File: config.mk
export PLATFORM = sky130hd
export DESIGN_NAME = wb_uart_bridge_flat
export DESIGN_NICKNAME = d
export VERILOG_FILES = /design/src/rtl/wb_uart_bridge_if.sv /design/src/rtl/wb_uart_bridge.sv /design/src/flat_wrapper.sv
export SDC_FILE = /design/constraint.sdc
export NUM_CORES = 1
export LEC_CHECK = 0
export ABC_CLOCK_PERIOD_IN_PS = 4100
export CORE_MARGIN = 4
export CORE_UTILIZATION = 54
export CTS_CLUSTER_SIZE = 8
export DETAILED_ROUTE_END_ITERATION = 16
export PLACE_DENSITY = 0.89
export SLEW_MARGIN = 20
export SYNTH_ARGS = -nofsm -noshare
export SYNTH_HDL_FRONTEND = slang
export SYNTH_SLANG_ARGS = --single-unit
File: constraint.sdc
create_clock -name clk_i -period 4.1 [get_ports clk_i]
set_input_delay 0.615 -clock clk_i [delete_from_list [all_inputs] [get_ports clk_i]]
set_output_delay 0.615 -clock clk_i [all_outputs]
set_load 0.05 [all_outputs]
File: src/rtl/wb_uart_bridge_if.sv
// ---------------------------------------------------------------------------
// wb_uart_bridge_if
// Classic Wishbone initiator/responder bundle used between the UART debug
// bridge and the SoC bus mux.
//   adr    : bus address (passed through unaligned)
//   dat_w  : write data, initiator -> responder
//   dat_r  : read data, responder -> initiator
//   we     : write enable
//   sel    : byte selects
//   stb    : strobe
//   cyc    : cycle
//   ack    : responder acknowledge
// Modports: master (the bridge side), slave (the responder side).
// ---------------------------------------------------------------------------
interface wb_uart_bridge_if #(
  parameter int AW = 32,
  parameter int DW = 32,
  parameter int SW = 4
);
  logic [AW-1:0] adr;
  logic [DW-1:0] dat_w;
  logic [DW-1:0] dat_r;
  logic          we;
  logic [SW-1:0] sel;
  logic          stb;
  logic          cyc;
  logic          ack;

  modport master (
    output adr, dat_w, we, sel, stb, cyc,
    input  dat_r, ack
  );

  modport slave (
    input  adr, dat_w, we, sel, stb, cyc,
    output dat_r, ack
  );
endinterface

File: src/rtl/wb_uart_bridge.sv
// ---------------------------------------------------------------------------
// wb_uart_bridge
// Byte-stream driven Wishbone initiator for debug/boot loading. A packet is an
// opcode ('W' 0x57 or 'R' 0x52), four address bytes LSB first and, for a
// write, four data bytes LSB first. One classic Wishbone cycle is run and a
// response is streamed back: 'K' for a write, four read bytes LSB first for a
// read, or 'E' when the responder does not ack within TIMEOUT_CYCLES.
// Ports:
//   clk_i       clock, rising edge
//   rst_i       asynchronous active-low reset
//   rx_data_i   command byte          rx_valid_i / rx_ready_o handshake
//   tx_data_o   response byte         tx_valid_o / tx_ready_i handshake
//   wb          Wishbone master modport
//   busy_o      high whenever the bridge is not idle
// ---------------------------------------------------------------------------
module wb_uart_bridge #(
  parameter int WB_DATA_WIDTH  = 32,
  parameter int WB_ADDR_WIDTH  = 32,
  parameter int WB_SEL_WIDTH   = 4,
  parameter int TIMEOUT_CYCLES = 255
) (
  input  logic                    clk_i,
  input  logic                    rst_i,
  input  logic [7:0]              rx_data_i,
  input  logic                    rx_valid_i,
  output logic                    rx_ready_o,
  output logic [7:0]              tx_data_o,
  output logic                    tx_valid_o,
  input  logic                    tx_ready_i,
  wb_uart_bridge_if.master        wb,
  output logic                    busy_o
);

  localparam logic [7:0]  OP_WRITE = 8'h57;
  localparam logic [7:0]  OP_READ  = 8'h52;
  localparam logic [7:0]  RSP_OK   = 8'h4B;
  localparam logic [7:0]  RSP_ERR  = 8'h45;
  // Counter value at which the next stalled cycle reaches the limit.
  localparam logic [15:0] TMO_LAST = 16'(TIMEOUT_CYCLES - 1);

  typedef enum logic [2:0] {
    S_IDLE = 3'd0,
    S_ADDR = 3'd1,
    S_DATA = 3'd2,
    S_BUS  = 3'd3,
    S_RESP = 3'd4
  } state_t;

  state_t                     state_q;
  logic [1:0]                 cnt_q;
  logic                       is_wr_q;
  logic [WB_ADDR_WIDTH-1:0]   adr_q;
  logic [WB_DATA_WIDTH-1:0]   wdat_q;
  logic [WB_DATA_WIDTH-1:0]   rdat_q;     // remaining read bytes, shifted out LSB first
  logic                       cyc_q;
  logic [WB_SEL_WIDTH-1:0]    sel_q;
  logic [15:0]                tmo_q;
  logic [7:0]                 tx_data_q;
  logic                       tx_valid_q;
  logic                       single_q;   // response is a single status byte
  logic                       rx_ready_q;
  logic                       busy_q;

  logic rx_fire_s;
  logic tx_fire_s;

  assign rx_fire_s = rx_valid_i & rx_ready_q;
  assign tx_fire_s = tx_valid_q & tx_ready_i;

  // Command decode, bus cycle, timeout and response sequencing.
  always_ff @(posedge clk_i or negedge rst_i) begin
    if (!rst_i) begin
      state_q    <= S_IDLE;
      cnt_q      <= 2'd0;
      is_wr_q    <= 1'b0;
      adr_q      <= '0;
      wdat_q     <= '0;
      rdat_q     <= '0;
      cyc_q      <= 1'b0;
      sel_q      <= '0;
      tmo_q      <= 16'd0;
      tx_data_q  <= 8'h00;
      tx_valid_q <= 1'b0;
      single_q   <= 1'b0;
      rx_ready_q <= 1'b0;
      busy_q     <= 1'b0;
    end else begin
      case (state_q)
        S_IDLE: begin
          rx_ready_q <= 1'b1;
          cnt_q      <= 2'd0;
          // Unknown opcodes are consumed and silently dropped.
          if (rx_fire_s && (rx_data_i == OP_WRITE || rx_data_i == OP_READ)) begin
            is_wr_q <= (rx_data_i == OP_WRITE);
            busy_q  <= 1'b1;
            state_q <= S_ADDR;
          end else begin
            state_q <= S_IDLE;
          end
        end

        S_ADDR, S_DATA: begin
          if (rx_fire_s) begin
            if (state_q == S_ADDR) begin
              adr_q[cnt_q*8 +: 8] <= rx_data_i;
            end else begin
              wdat_q[cnt_q*8 +: 8] <= rx_data_i;
            end
            cnt_q <= cnt_q + 2'd1;
            if (cnt_q == 2'd3) begin
              if (state_q == S_ADDR && is_wr_q) begin
                state_q <= S_DATA;
              end else begin
                state_q    <= S_BUS;
                rx_ready_q <= 1'b0;
                cyc_q      <= 1'b1;
                sel_q      <= '1;
                tmo_q      <= 16'd0;
              end
            end else begin
              state_q <= state_q;
            end
          end else begin
            state_q <= state_q;
          end
        end

        S_BUS: begin
          // Ack is checked first so an ack on the limit cycle still succeeds.
          if (wb.ack) begin
            cyc_q      <= 1'b0;
            sel_q      <= '0;
            tx_valid_q <= 1'b1;
            state_q    <= S_RESP;
            if (is_wr_q) begin
              tx_data_q <= RSP_OK;
              single_q  <= 1'b1;
            end else begin
              tx_data_q <= wb.dat_r[7:0];
              rdat_q    <= {8'h00, wb.dat_r[WB_DATA_WIDTH-1:8]};
              single_q  <= 1'b0;
            end
          end else if (tmo_q == TMO_LAST) begin
            cyc_q      <= 1'b0;
            sel_q      <= '0;
            tx_valid_q <= 1'b1;
            tx_data_q  <= RSP_ERR;
            single_q   <= 1'b1;
            state_q    <= S_RESP;
          end else begin
            tmo_q   <= tmo_q + 16'd1;
            state_q <= S_BUS;
          end
        end

        S_RESP: begin
          if (tx_fire_s) begin
            cnt_q <= cnt_q + 2'd1;
            if (single_q || cnt_q == 2'd3) begin
              tx_valid_q <= 1'b0;
              busy_q     <= 1'b0;
              rx_ready_q <= 1'b1;
              cnt_q      <= 2'd0;
              state_q    <= S_IDLE;
            end else begin
              tx_data_q <= rdat_q[7:0];
              rdat_q    <= {8'h00, rdat_q[WB_DATA_WIDTH-1:8]};
              state_q   <= S_RESP;
            end
          end else begin
            state_q <= S_RESP;
          end
        end

        default: begin
          state_q    <= S_IDLE;
          cyc_q      <= 1'b0;
          sel_q      <= '0;
          tx_valid_q <= 1'b0;
          rx_ready_q <= 1'b0;
          busy_q     <= 1'b0;
        end
      endcase
    end
  end

  assign rx_ready_o = rx_ready_q;
  assign tx_data_o  = tx_data_q;
  assign tx_valid_o = tx_valid_q;
  assign busy_o     = busy_q;
  assign wb.adr     = adr_q;
  assign wb.dat_w   = wdat_q;
  assign wb.we      = cyc_q & is_wr_q;
  assign wb.sel     = sel_q;
  assign wb.stb     = cyc_q;
  assign wb.cyc     = cyc_q;

endmodule

File: src/flat_wrapper.sv
// flat-port wrapper written by rule: the top's interface ports become plain ports
module wb_uart_bridge_flat 
#(
  parameter int WB_DATA_WIDTH  = 32,
  parameter int WB_ADDR_WIDTH  = 32,
  parameter int WB_SEL_WIDTH   = 4,
  parameter int TIMEOUT_CYCLES = 255
)
  (clk_i, rst_i, rx_data_i, rx_valid_i, rx_ready_o, tx_data_o, tx_valid_o, tx_ready_i, busy_o, wb_adr, wb_dat_w, wb_we, wb_sel, wb_stb, wb_cyc, wb_dat_r, wb_ack);
  wb_uart_bridge_if wb_i ();
  input  logic clk_i;
  input  logic rst_i;
  input  logic [7:0] rx_data_i;
  input  logic rx_valid_i;
  output logic rx_ready_o;
  output logic [7:0] tx_data_o;
  output logic tx_valid_o;
  input  logic tx_ready_i;
  output logic busy_o;
  output wire logic [$bits(wb_i.adr)-1:0] wb_adr;
  output wire logic [$bits(wb_i.dat_w)-1:0] wb_dat_w;
  output wire logic [$bits(wb_i.we)-1:0] wb_we;
  output wire logic [$bits(wb_i.sel)-1:0] wb_sel;
  output wire logic [$bits(wb_i.stb)-1:0] wb_stb;
  output wire logic [$bits(wb_i.cyc)-1:0] wb_cyc;
  input wire logic [$bits(wb_i.dat_r)-1:0] wb_dat_r;
  input wire logic [$bits(wb_i.ack)-1:0] wb_ack;
  assign wb_adr = wb_i.adr;
  assign wb_dat_w = wb_i.dat_w;
  assign wb_we = wb_i.we;
  assign wb_sel = wb_i.sel;
  assign wb_stb = wb_i.stb;
  assign wb_cyc = wb_i.cyc;
  assign wb_i.dat_r = wb_dat_r;
  assign wb_i.ack = wb_ack;
  wb_uart_bridge #(.WB_DATA_WIDTH(WB_DATA_WIDTH), .WB_ADDR_WIDTH(WB_ADDR_WIDTH), .WB_SEL_WIDTH(WB_SEL_WIDTH), .TIMEOUT_CYCLES(TIMEOUT_CYCLES)) u_core (.clk_i(clk_i), .rst_i(rst_i), .rx_data_i(rx_data_i), .rx_valid_i(rx_valid_i), .rx_ready_o(rx_ready_o), .tx_data_o(tx_data_o), .tx_valid_o(tx_valid_o), .tx_ready_i(tx_ready_i), .wb(wb_i), .busy_o(busy_o));
endmodule
# [Word-level counts from Yosys, hierarchy flattened]
# Index checks and enable logic that the tools add are counted.
[op_classes] mux=59 addsub=3 reduce_logical=26 bitwise_logic=8 eq_ne=20 shifts=2
[op_table] op="32-bit two-way mux" count=4
[op_table] op="16-bit two-way mux" count=5
[op_table] op="32-bit bitwise mux" count=2
[op_table] op="32-bit one-hot mux with 2 select lines" count=1
[op_table] op="8-bit two-way mux" count=5
[op_table] op="5-bit negator with 34-bit output" count=1
[op_table] op="8-bit by 34-bit variable shift with 32-bit output, first input constant" count=1
[op_table] op="8-bit by 34-bit indexed part select with 32-bit output" count=1
[op_table] op="16-bit one-hot mux with 2 select lines" count=1
[op_table] op="4-bit two-way mux" count=5
[op_table] op="1-bit two-way mux" count=19
[op_table] op="3-bit two-way mux" count=6
[op_table] op="16-bit by 1-bit adder with 16-bit output, second input constant" count=1
[op_table] op="16-bit by 8-bit == test with 1-bit output, second input constant" count=1
[op_table] op="8-bit by 7-bit == test with 1-bit output, second input constant" count=2
[op_table] op="8-bit one-hot mux with 2 select lines" count=1
[op_table] op="2-bit inequality test, second input constant" count=6
[op_table] op="3-bit one-hot mux with 4 select lines" count=1
[op_table] op="4-bit one-hot mux with 3 select lines" count=1
[op_table] op="4-bit AND reduction" count=3
[op_table] op="6-bit AND reduction" count=2
[op_table] op="2-bit by 1-bit inequality test with 1-bit output, second input constant" count=5
[op_table] op="5-bit AND reduction" count=2
[op_table] op="1-bit one-hot mux with 3 select lines" count=3
[op_table] op="other kinds (20)" count=39
[totals] register_bits=135 elab_cells=132 in_bits=45

# [Longest topological paths before layout]
# Gate-level depths: netlist of run 1.
[logic_depth] depth_word=6 depth_mapped=9

# [Least setup slack after synthesis of run 1]
# OpenSTA, ideal clock, no wires.
[synth_timing] path_type="flip-flop to flip-flop" start="register u_core.tmo_q[12]" end="register u_core.tx_data_q[1] (netlist: u_core.tx_data_o[1])" arrival_ps=2256 slack_ps=1763 path_stages_with_launch=8 period_less_slack_ps=2337 n_path_buf=2 required_ps=4019 cell_sequence="dfrtp_1 -> or4_1 -> or4_1 -> buf_2 -> a211oi_4 -> buf_6 -> nor2_1 -> a31oi_2"
[synth_via] elab_chain_cells=3
[synth_lines] element="from (decl)" line_no="wb_uart_bridge.sv:57" text="logic [15:0] tmo_q;"
[synth_lines] element="from (signal assigned)" line_no="wb_uart_bridge.sv:151" text="tmo_q <= tmo_q + 16'd1;"
[synth_lines] element="16-bit by 8-bit == test with 1-bit output" line_no="wb_uart_bridge.sv:143" text="end else if (tmo_q == TMO_LAST) begin"
[synth_lines] element="3-bit by 2-bit inequality test with 1-bit output (no source line)"
[synth_lines] element="4-bit AND reduction (no source line)"
[synth_lines] element="to (signal assigned)" line_no="wb_uart_bridge.sv:139" text="tx_data_q <= wb.dat_r[7:0];"
[synth_lines] element="to (signal assigned)" line_no="wb_uart_bridge.sv:166" text="tx_data_q <= rdat_q[7:0];"
[synth_lines] element="to (decl)" line_no="wb_uart_bridge.sv:58" text="logic [7:0] tx_data_q;"
# No other way between the ends.
# A chain may end at the register's enable or synchronous reset.

# [Final worst setup path of run 1]
# Ends and elaborated chain as after synthesis.

==> impl_metrics.toml, run 1 <==
[outcome]
outcome = "finished clean"

[detailed_routing]
wl_met2_um = 7240
wl_um = 14350
first_iter_violations = 313
wire_per_inst_um = 16.72
routed.top_layer = "met4"
wl_met1_um = 5641
drtPass1Iterations = 6
avgViaCountPerCell = 5.763
dr_total_vias = 4945
ant_nets = 0
wl_met3_um = 1136
route.detailed.drc = 0

[cts]
cts-root-buf = "clkbuf_8"
cts_buffers = 17
cts.clk_slew.worst_paths_ps = 60
clockBufferDepth = 2
cts_hold_buffers = 0
cts_num_sinks = 123
h-tree-depth = 4
cts_resized = 0
cts_tree = "done"
cts_setup_buffers = 0
clk_latency_ps = 520

[floorplan]
dieArea_um2 = 11980
die_w_um = 109.5
io_pins = 127
coreArea_um2 = 9910
dieHeight_um = 109.5
fp-row-count = 36
start_util = 0.5609

[worst_setup_path]
arrival_ps = 3310
worstRegToRegCells = 5
crit_start = "u_core.tmo_q[12]"
r2r_slack_ps = 1230
crit_end = "u_core.tx_data_o[1]"
r2r-end = "u_core.tx_data_o[1]"
cp-end-kind = "flop"
critPathMaxFanout = 16
r2r_start = "u_core.tmo_q[12]"
start_kind = "flop"
crit_type = "flop to flop"
crit_required_ps = 4540

[synth]
ys_types = 51
synth_enable_flop_cells = 0
ys_async_sr_fraction = 1.000
synth.ff_latch_count = 123
synth_common_cells = "nand2_1, dfrtp_1, o21ai_0"
synth_fp_nets = 651
ys_seq_area_frac = 0.5538
postSynthCellCount = 599
yosysWarningCount = 0
synth_ff_type = "dfrtp_1"
yosys.area.top_type = "dfrtp_1"
synthTopCellsByArea = "dfrtp_1, nand2_1, o21ai_0"
post-synth-top-area-fraction = 0.5538
syn-cell-area_um2 = 5558
yosysMostFrequentCell = "nand2_1"
syn_area_per_cell_um2 = 9.279

[grt]
grt_pass1_wl_um = 23160
grt_overflow = 0
grt_usage = 0.2496
grt_pass1_vias = 4776
grt_max_degree = 84
antenna_found_initial = 0

[cells_and_area]
nNetsFinal = 764
syn_to_final_growth_pct = 33.39
multiInputGateArea_um2 = 2302
fin_area_um2 = 7413
final_core_util = 0.7481
n_fill_cell = 663
register_area_um2 = 3078
num_antenna_cells = 0
drive_gt1_frac = 0.06759

[sta]
final_hold_viol_count = 0
post-route-min-period_ps = 2874
period_share = 0.7010
maxSlewHeadroom = 0.3346
setup_viol = 0
skew_ps = 8.408
hold_ws_ps = 130.4
finalMaxSlewViolations = 0
timing_worst_slew_pin_value_ps = 996.0
rsz0062_at_grt = "false"
max_freq_ghz = 0.3480
fin_tns_setup_ps = 0

[placement]
gp_congestion = 0.9074
portBuffers = 126
dpl.hpwl_um = 10010
place_area_um2 = 6869

[hold_path]
hold_path.class = "input pin to async pin"

[power_and_ir_drop]
p_leak_nw = 3.202
irDropWorstVdd_mv = 0.3189
p_total_mw = 3.135
power.density_nw_per_um2 = 422.8

[job]
drv_cap = 0
report_power, final:
| part | internal [mW] | total [mW] | switching (mW) |
|---|---|---|---|
| Clock | 0.798 | 1.35 | 0.554 |
| Sequential | 1.26 | 1.30 | 0.0422 |
| Combinational | 0.169 | 0.478 | 0.309 |
logic make-up (layout without fill, tap and decap cells):
kind of cell / after synthesis / count (layout) / share of synthesized area
simple gates: 249 / 249 / 0.1974
buf+inv: 46 / 172 / 0.03602
flops: 123 / 123 / 0.5538
xor+xnor: 1 / 1 / 0.001576
fa+ha+maj: 8 / 8 / 0.01756
mux: 18 / 18 / 0.03287
compound gates: 154 / 154 / 0.1607
how the worst min path moves through the flow:
stage | start | to | slack [ps] | depth (start not counted)
2_1_floorplan | rst_i | u_core.busy_o | 320 | 0
5_1_grt | rst_i | u_core.wb.adr[16] | 190 | 1
6_report | rst_i | u_core.wb.adr[22] | 130 | 1
3_3_place_gp | u_core.wb.adr[21] | u_core.wb.adr[21] | 460 | 2
4_1_cts | rst_i | u_core.wb.adr[22] | 300 | 1
3_5_place_dp | u_core.wb.adr[23] | u_core.wb.adr[23] | 470 | 2
critical path: stages, from the launching register on:
cell and delay (ps):
dfrtp_1 430, or4_1 540, or4_1 820, a211oi_4 670, nor2_1 150, a31oi_2 180
per-layer routing:
metal / up-vias / global-route usage
li1: 2298 / -
met1: 2370 / 0.2988
met2: 238 / 0.4320
met3: 39 / 0.06753
met4: 0 / 0.09083
met5: - / 0
placed cells by master (no fill, tap or decap), types with 2 or more instances in the layout:
master and count:
nand2b_1 4, nand3_1 13, clkinvlp_4 6, buf_4 3, or4_1 4, clkinv_2 5
mux2i_1 16, and2_1 3, nand4_1 7, a211o_1 5, a21oi_1 15, a31oi_2 2
a211oi_1 2, dfrtp_1 123, clkbuf_16 16, or2_2 2, o211a_1 2, nor3b_1 2
o21ai_0 105, and3_1 6, mux2_2 2, or3b_2 2, nand2_1 160, a31oi_1 4
or3_1 4, o31ai_1 4, inv_1 11, nor4_1 4, nor3_1 8, nor2_1 23
clkinv_4 2, ha_1 7, clkdlybuf4s50_1 125, o211ai_1 5
registers in the layout, summed over array words and instances, names as in the netlist, 2 cells and up:
register	count
u_core.cnt_q	2
u_core.rdat_q	24
u_core.state_q	3
u_core.tmo_q	16
u_core.tx_data_o	8
u_core.wb.adr	32
u_core.wb.dat_w	32
stage by stage:
step                setup slack, ps  cells
detailed placement             1254    826
CTS                            1236    858
floorplan                      1763    599
global placement               1422    826
finish                         1226    858
global route                   1056    858
layout make-up:
cell class	count	area share
well taps	133	0.02245
inverters	11	0.005570
clock buffers	17	0.05586
repair buffers	129	0.1733
flip-flops and latches	123	0.4152
multi-input cells	430	0.3105
clock inverters	15	0.01705
Power figures use the tool's default switching activity.
==> run 2, diff against run 1 <==
ABC_CLOCK_PERIOD_IN_PS = 2600   (was 4100)
CORE_UTILIZATION = 45   (was 54)
PLACE_DENSITY = 0.8   (was 0.89)
clock period = 2.6 ns   (was 4.1 ns; I/O delays follow)
==> impl_metrics.toml, run 2 (synthesis results as in run 1) <==
[worst_setup_path]
cp-end-kind = "flop"
worstRegToRegCells = 7
start_kind = "flop"
critPathMaxFanout = 16
crit_type = "flop to flop"
arrival_ps = 2800
r2r_slack_ps = 130
r2r_start = "u_core.tmo_q[12]"
crit_required_ps = 2930
r2r-end = "u_core.tx_data_o[3]"

[placement]
dp_slack_ps = 108.8
placedCellCount = 879
portBuffers = 126
place_area_um2 = 7048
gp_congestion = 0.7966
dpl.hpwl_um = 10590

[sta]
timing_worst_slew_pin_value_ps = 900.4
setup_viol = 0
final_hold_viol_count = 0
skew_ps = 7.483
hold_ws_ps = 37.25
setup_slack_ps = 129.8
maxSlewHeadroom = 0.3976
finalMaxSlewViolations = 0
fin_tns_setup_ps = 0
rsz0062_at_grt = "false"
post-route-min-period_ps = 2470
period_share = 0.9501
max_freq_ghz = 0.4048

[cells_and_area]
final_common_cell = "nand2_1"
final_core_util = 0.6330
num_antenna_cells = 0
final_cell_mix = "nand2_1, clkdlybuf4s50_1, dfrtp_1"
drive_gt1_frac = 0.09017
nNetsFinal = 782
n_fill_cell = 964
fin_area_um2 = 7635
syn_to_final_growth_pct = 37.37
layout.cells.non_filler = 911

[detailed_routing]
first_iter_violations = 439
wl_met1_um = 6106
wl_met2_um = 6952
wl_um = 14410
ant_nets = 0
avgViaCountPerCell = 5.345
dr_total_vias = 4869
drtPass1Iterations = 5
route.detailed.drc = 0
wl_met3_um = 1010
routed.top_layer = "met4"
wire_per_inst_um = 15.82

[grt]
grt_pass1_vias = 4803
grt_max_degree = 61
grt_overflow = 0
antenna_found_initial = 0
grt_pass1_wl_um = 23960
grt_usage = 0.2092

[power_and_ir_drop]
p_total_mw = 5.125
p_leak_nw = 3.313
power.density_nw_per_um2 = 671.2
irDropWorstVdd_mv = 0.3854

[floorplan]
dieHeight_um = 119.1
io_pins = 127
die_w_um = 119.1
fp-row-count = 40
start_util = 0.4608
dieArea_um2 = 14190
coreArea_um2 = 12060

[cts]
cts_tree = "done"
cts-root-buf = "clkbuf_16"
clk_latency_ps = 410
cts.clk_slew.worst_paths_ps = 60
cts_num_sinks = 123
cts_buffers = 17
clockBufferDepth = 2
cts_setup_buffers = 0
h-tree-depth = 4

[outcome]
outcome = "finished clean"

[job]
drv_cap = 0

[hold_path]
hold_path.class = "input pin to async pin"
==> run 2: cell types whose count changed in the layout (fill, tap and decap cells not counted), sizes merged <==
cell      before  now
buf            4   22
clkbuf        17   19
clkinv         7    1
clkinvlp       6    4
inv           12   18
==> run 2: critical path, stage by stage (launching register included) <==
cell and delay, ps:
dfrtp_1 420, or4_1 530, or4_1 570, buf_4 220, a211oi_4 240, buf_6 190
nor2_1 70, a31oi_2 130
==> run 2: per-layer routing <==
layer / GRT usage / up-vias
met5: 0 / -
met4: 0.08182 / 0
met3: 0.05793 / 27
met2: 0.3416 / 165
met1: 0.2644 / 2351
li1: - / 2326
==> run 2: where the power goes <==
part           switching, mW  internal [mW]
registers             0.0593           1.99
clock network          0.911           1.39
logic                  0.496          0.281
total                   1.47           3.66
==> run 2: worst max-delay path by stage <==
stage	end	slack (ps)	start	cells past startpoint
finish	u_core.tx_data_o[3]	130	u_core.tmo_q[12]	7
global route	u_core.tx_data_o[5]	20	u_core.tmo_q[12]	7
CTS	u_core.tx_data_o[3]	100	u_core.tmo_q[12]	7
detailed placement	u_core.tx_data_o[3]	110	u_core.tmo_q[12]	7
global placement	u_core.tx_data_o[1]	200	u_core.tmo_q[12]	7
floorplan	u_core.tx_data_o[1]	260	u_core.tmo_q[12]	7
==> run 2: layout make-up <==
| type | instances | area, um^2 | share of cell area |
|---|---|---|---|
| clock buffers | 19 | 452.9 | 0.05932 |
| clock inverters | 13 | 130.1 | 0.01704 |
| inverters | 11 | 41.29 | 0.005408 |
| multi-input cells | 430 | 2302 | 0.3015 |
| flip-flops and latches | 123 | 3078 | 0.4031 |
| well taps | 168 | 210.2 | 0.02753 |
| repair buffers | 147 | 1420 | 0.1860 |
==> run 2: repair_timing <==
item | 4_1_cts | 5_1_grt
hold buffers | 0 | 0
resized for setup | 0 | 1
endpoints found under the setup margin | 0 | 5
==> run 3, diff against run 2 <==
CORE_UTILIZATION = 35   (was 45)
PLACE_DENSITY = 0.65   (was 0.8)
RECOVER_POWER = 25   (was unset)
==> impl_metrics.toml, run 3 (synthesis results as in run 1) <==
[cells_and_area]
final_core_util = 0.5043
fin_area_um2 = 7751
register_area_um2 = 3078
syn_to_final_growth_pct = 39.46
multiInputGateArea_um2 = 2302
final_common_cell = "nand2_1"
num_antenna_cells = 0
nNetsFinal = 783
final_cell_mix = "nand2_1, clkdlybuf4s50_1, dfrtp_1"
n_fill_cell = 1391
drive_gt1_frac = 0.08871

[sta]
finalMaxSlewViolations = 0
timing_worst_slew_pin_value_ps = 1125
fin_tns_setup_ps = 0
rsz0062_at_grt = "false"
skew_ps = 6.082
setup_slack_ps = 131.5
maxSlewHeadroom = 0.2500
max_freq_ghz = 0.4051
final_hold_viol_count = 0
period_share = 0.9494
post-route-min-period_ps = 2468
setup_viol = 0

[placement]
portBuffers = 126
place_area_um2 = 7139
gp_congestion = 0.8215
dpl.hpwl_um = 10820
dp_slack_ps = 131.9

[detailed_routing]
ant_nets = 0
route.detailed.drc = 0
wl_um = 14990
drtPass1Iterations = 5
dr_total_vias = 4820
wire_per_inst_um = 15.69
first_iter_violations = 409
avgViaCountPerCell = 5.047

[cts]
cts_buffers = 17
cts_num_sinks = 123
cts-root-buf = "clkbuf_16"
cts.clk_slew.worst_paths_ps = 60
h-tree-depth = 4
clk_latency_ps = 410
cts_resized = 0
clockBufferDepth = 2
cts_tree = "done"

[power_and_ir_drop]
p_leak_nw = 3.347
switching_power_mw = 1.436
power.density_nw_per_um2 = 688.6
clockPowerShare = 0.470
comb_power_share = 0.145
swShare = 0.2690
irDropWorstVdd_mv = 0.4847
intPower_mw = 3.901
p_total_mw = 5.337
seq_power_share = 0.385

[grt]
grt_pass1_vias = 4768
grt_busiest_layer = "met2"
antenna_found_initial = 0
grt_usage = 0.1706
gr-usage-met3 = 0.05289
grtUsageMet2 = 0.2793
grt_pass1_wl_um = 24420
met1_usage = 0.2198
grt_overflow = 0
grt_max_degree = 66

[floorplan]
dieArea_um2 = 17960
dieHeight_um = 134.0
io_pins = 127
coreArea_um2 = 15370
fp-row-count = 45
die_w_um = 134.0
start_util = 0.3616

[worst_setup_path]
crit_required_ps = 2900
arrival_ps = 2760
critPathMaxFanout = 6
cp-end-kind = "flop"
crit_type = "flop to flop"
cp_common_cell = "or4_1"
crit_chain = "or4_1 > or4_1 > and2_1 > and3_1 > a211o_1"
critPathTopFamily = "simple AND/OR/NAND/NOR gates"
slowest_stage = "or4_1"
path_buf_inv = 0
max_stage_delay_ps = 670
start_kind = "flop"

[outcome]
outcome = "finished clean"

[hold_path]
hold_path.class = "flop to flop"

[job]
drv_cap = 0
## run 3: cell count changes in the layout (fill, tap and decap cells not counted), moves of 2 or more
cell,before,now
inv_6,7,2
clkinv_2,0,3
buf_4,21,18
clkinv_4,1,3
bufinv_16,1,4
clkinvlp_4,4,2
## run 3: routing by layer
metal  share of wire  wire, um
met4           0.012       179
met5               0         0
met1            0.44      6557
met2            0.47      7109
met3           0.076      1140
## run 3: worst reg2reg max path, stage by stage, from the launching register on
cell     delay [ps]
dfrtp_1         420
or4_1           540
or4_1           670
and2_1          280
and3_1          190
a211o_1         270
## run 3: metrics by stage
step           instances  hold slack (ps)
2_1_floorplan        599            94.41
3_3_place_gp         922            252.9
3_5_place_dp         922            260.0
4_1_cts              955            387.2
5_1_grt              955            496.4
6_report             955            477.2
## run 3: power by group through the flow
stage,sequential [mW],combinational (mW),clock [mW]
2_1_floorplan,2.30,0.213,0
3_3_place_gp,2.08,0.770,0
3_5_place_dp,2.09,0.783,0
4_1_cts,2.05,0.787,2.56
5_1_grt,2.06,0.830,2.65
6_report,2.05,0.776,2.51
## run 3: path summary, 6_finish.rpt
| path | startpoint | end | slack [ps] | depth (start not counted) |
|---|---|---|---|---|
| max | u_core.tmo_q[12] | u_core.tmo_q[12] | 130 | 5 |
| min | u_core.rdat_q[11] | u_core.rdat_q[11] | 480 | 2 |
| max reg2reg | u_core.tmo_q[12] | u_core.tmo_q[12] | 130 | 5 |
| min reg2reg | u_core.rdat_q[11] | u_core.rdat_q[11] | 480 | 2 |
| max in group asynchronous | rst_i | u_core.wb.dat_w[11] | 480 | 3 |
| min in group asynchronous | rst_i | u_core.wb.dat_w[30] | 580 | 2 |
## run 3: repair_timing
item	4_1_cts	5_1_grt
endpoints found under the hold margin	12	0
endpoints found under the setup margin	0	0
buffers inserted	0	0
hold buffers	1	0
## run 3: cell type report
| cell class | instances | share of cell area |
|---|---|---|
| sequential | 123 | 0.3971 |
| multi-input combinational | 430 | 0.2970 |
| timing repair buffer | 148 | 0.1848 |
| clock buffer | 18 | 0.05666 |
| tap | 211 | 0.03406 |
| clock inverter | 14 | 0.02502 |
| inverter | 11 | 0.005327 |
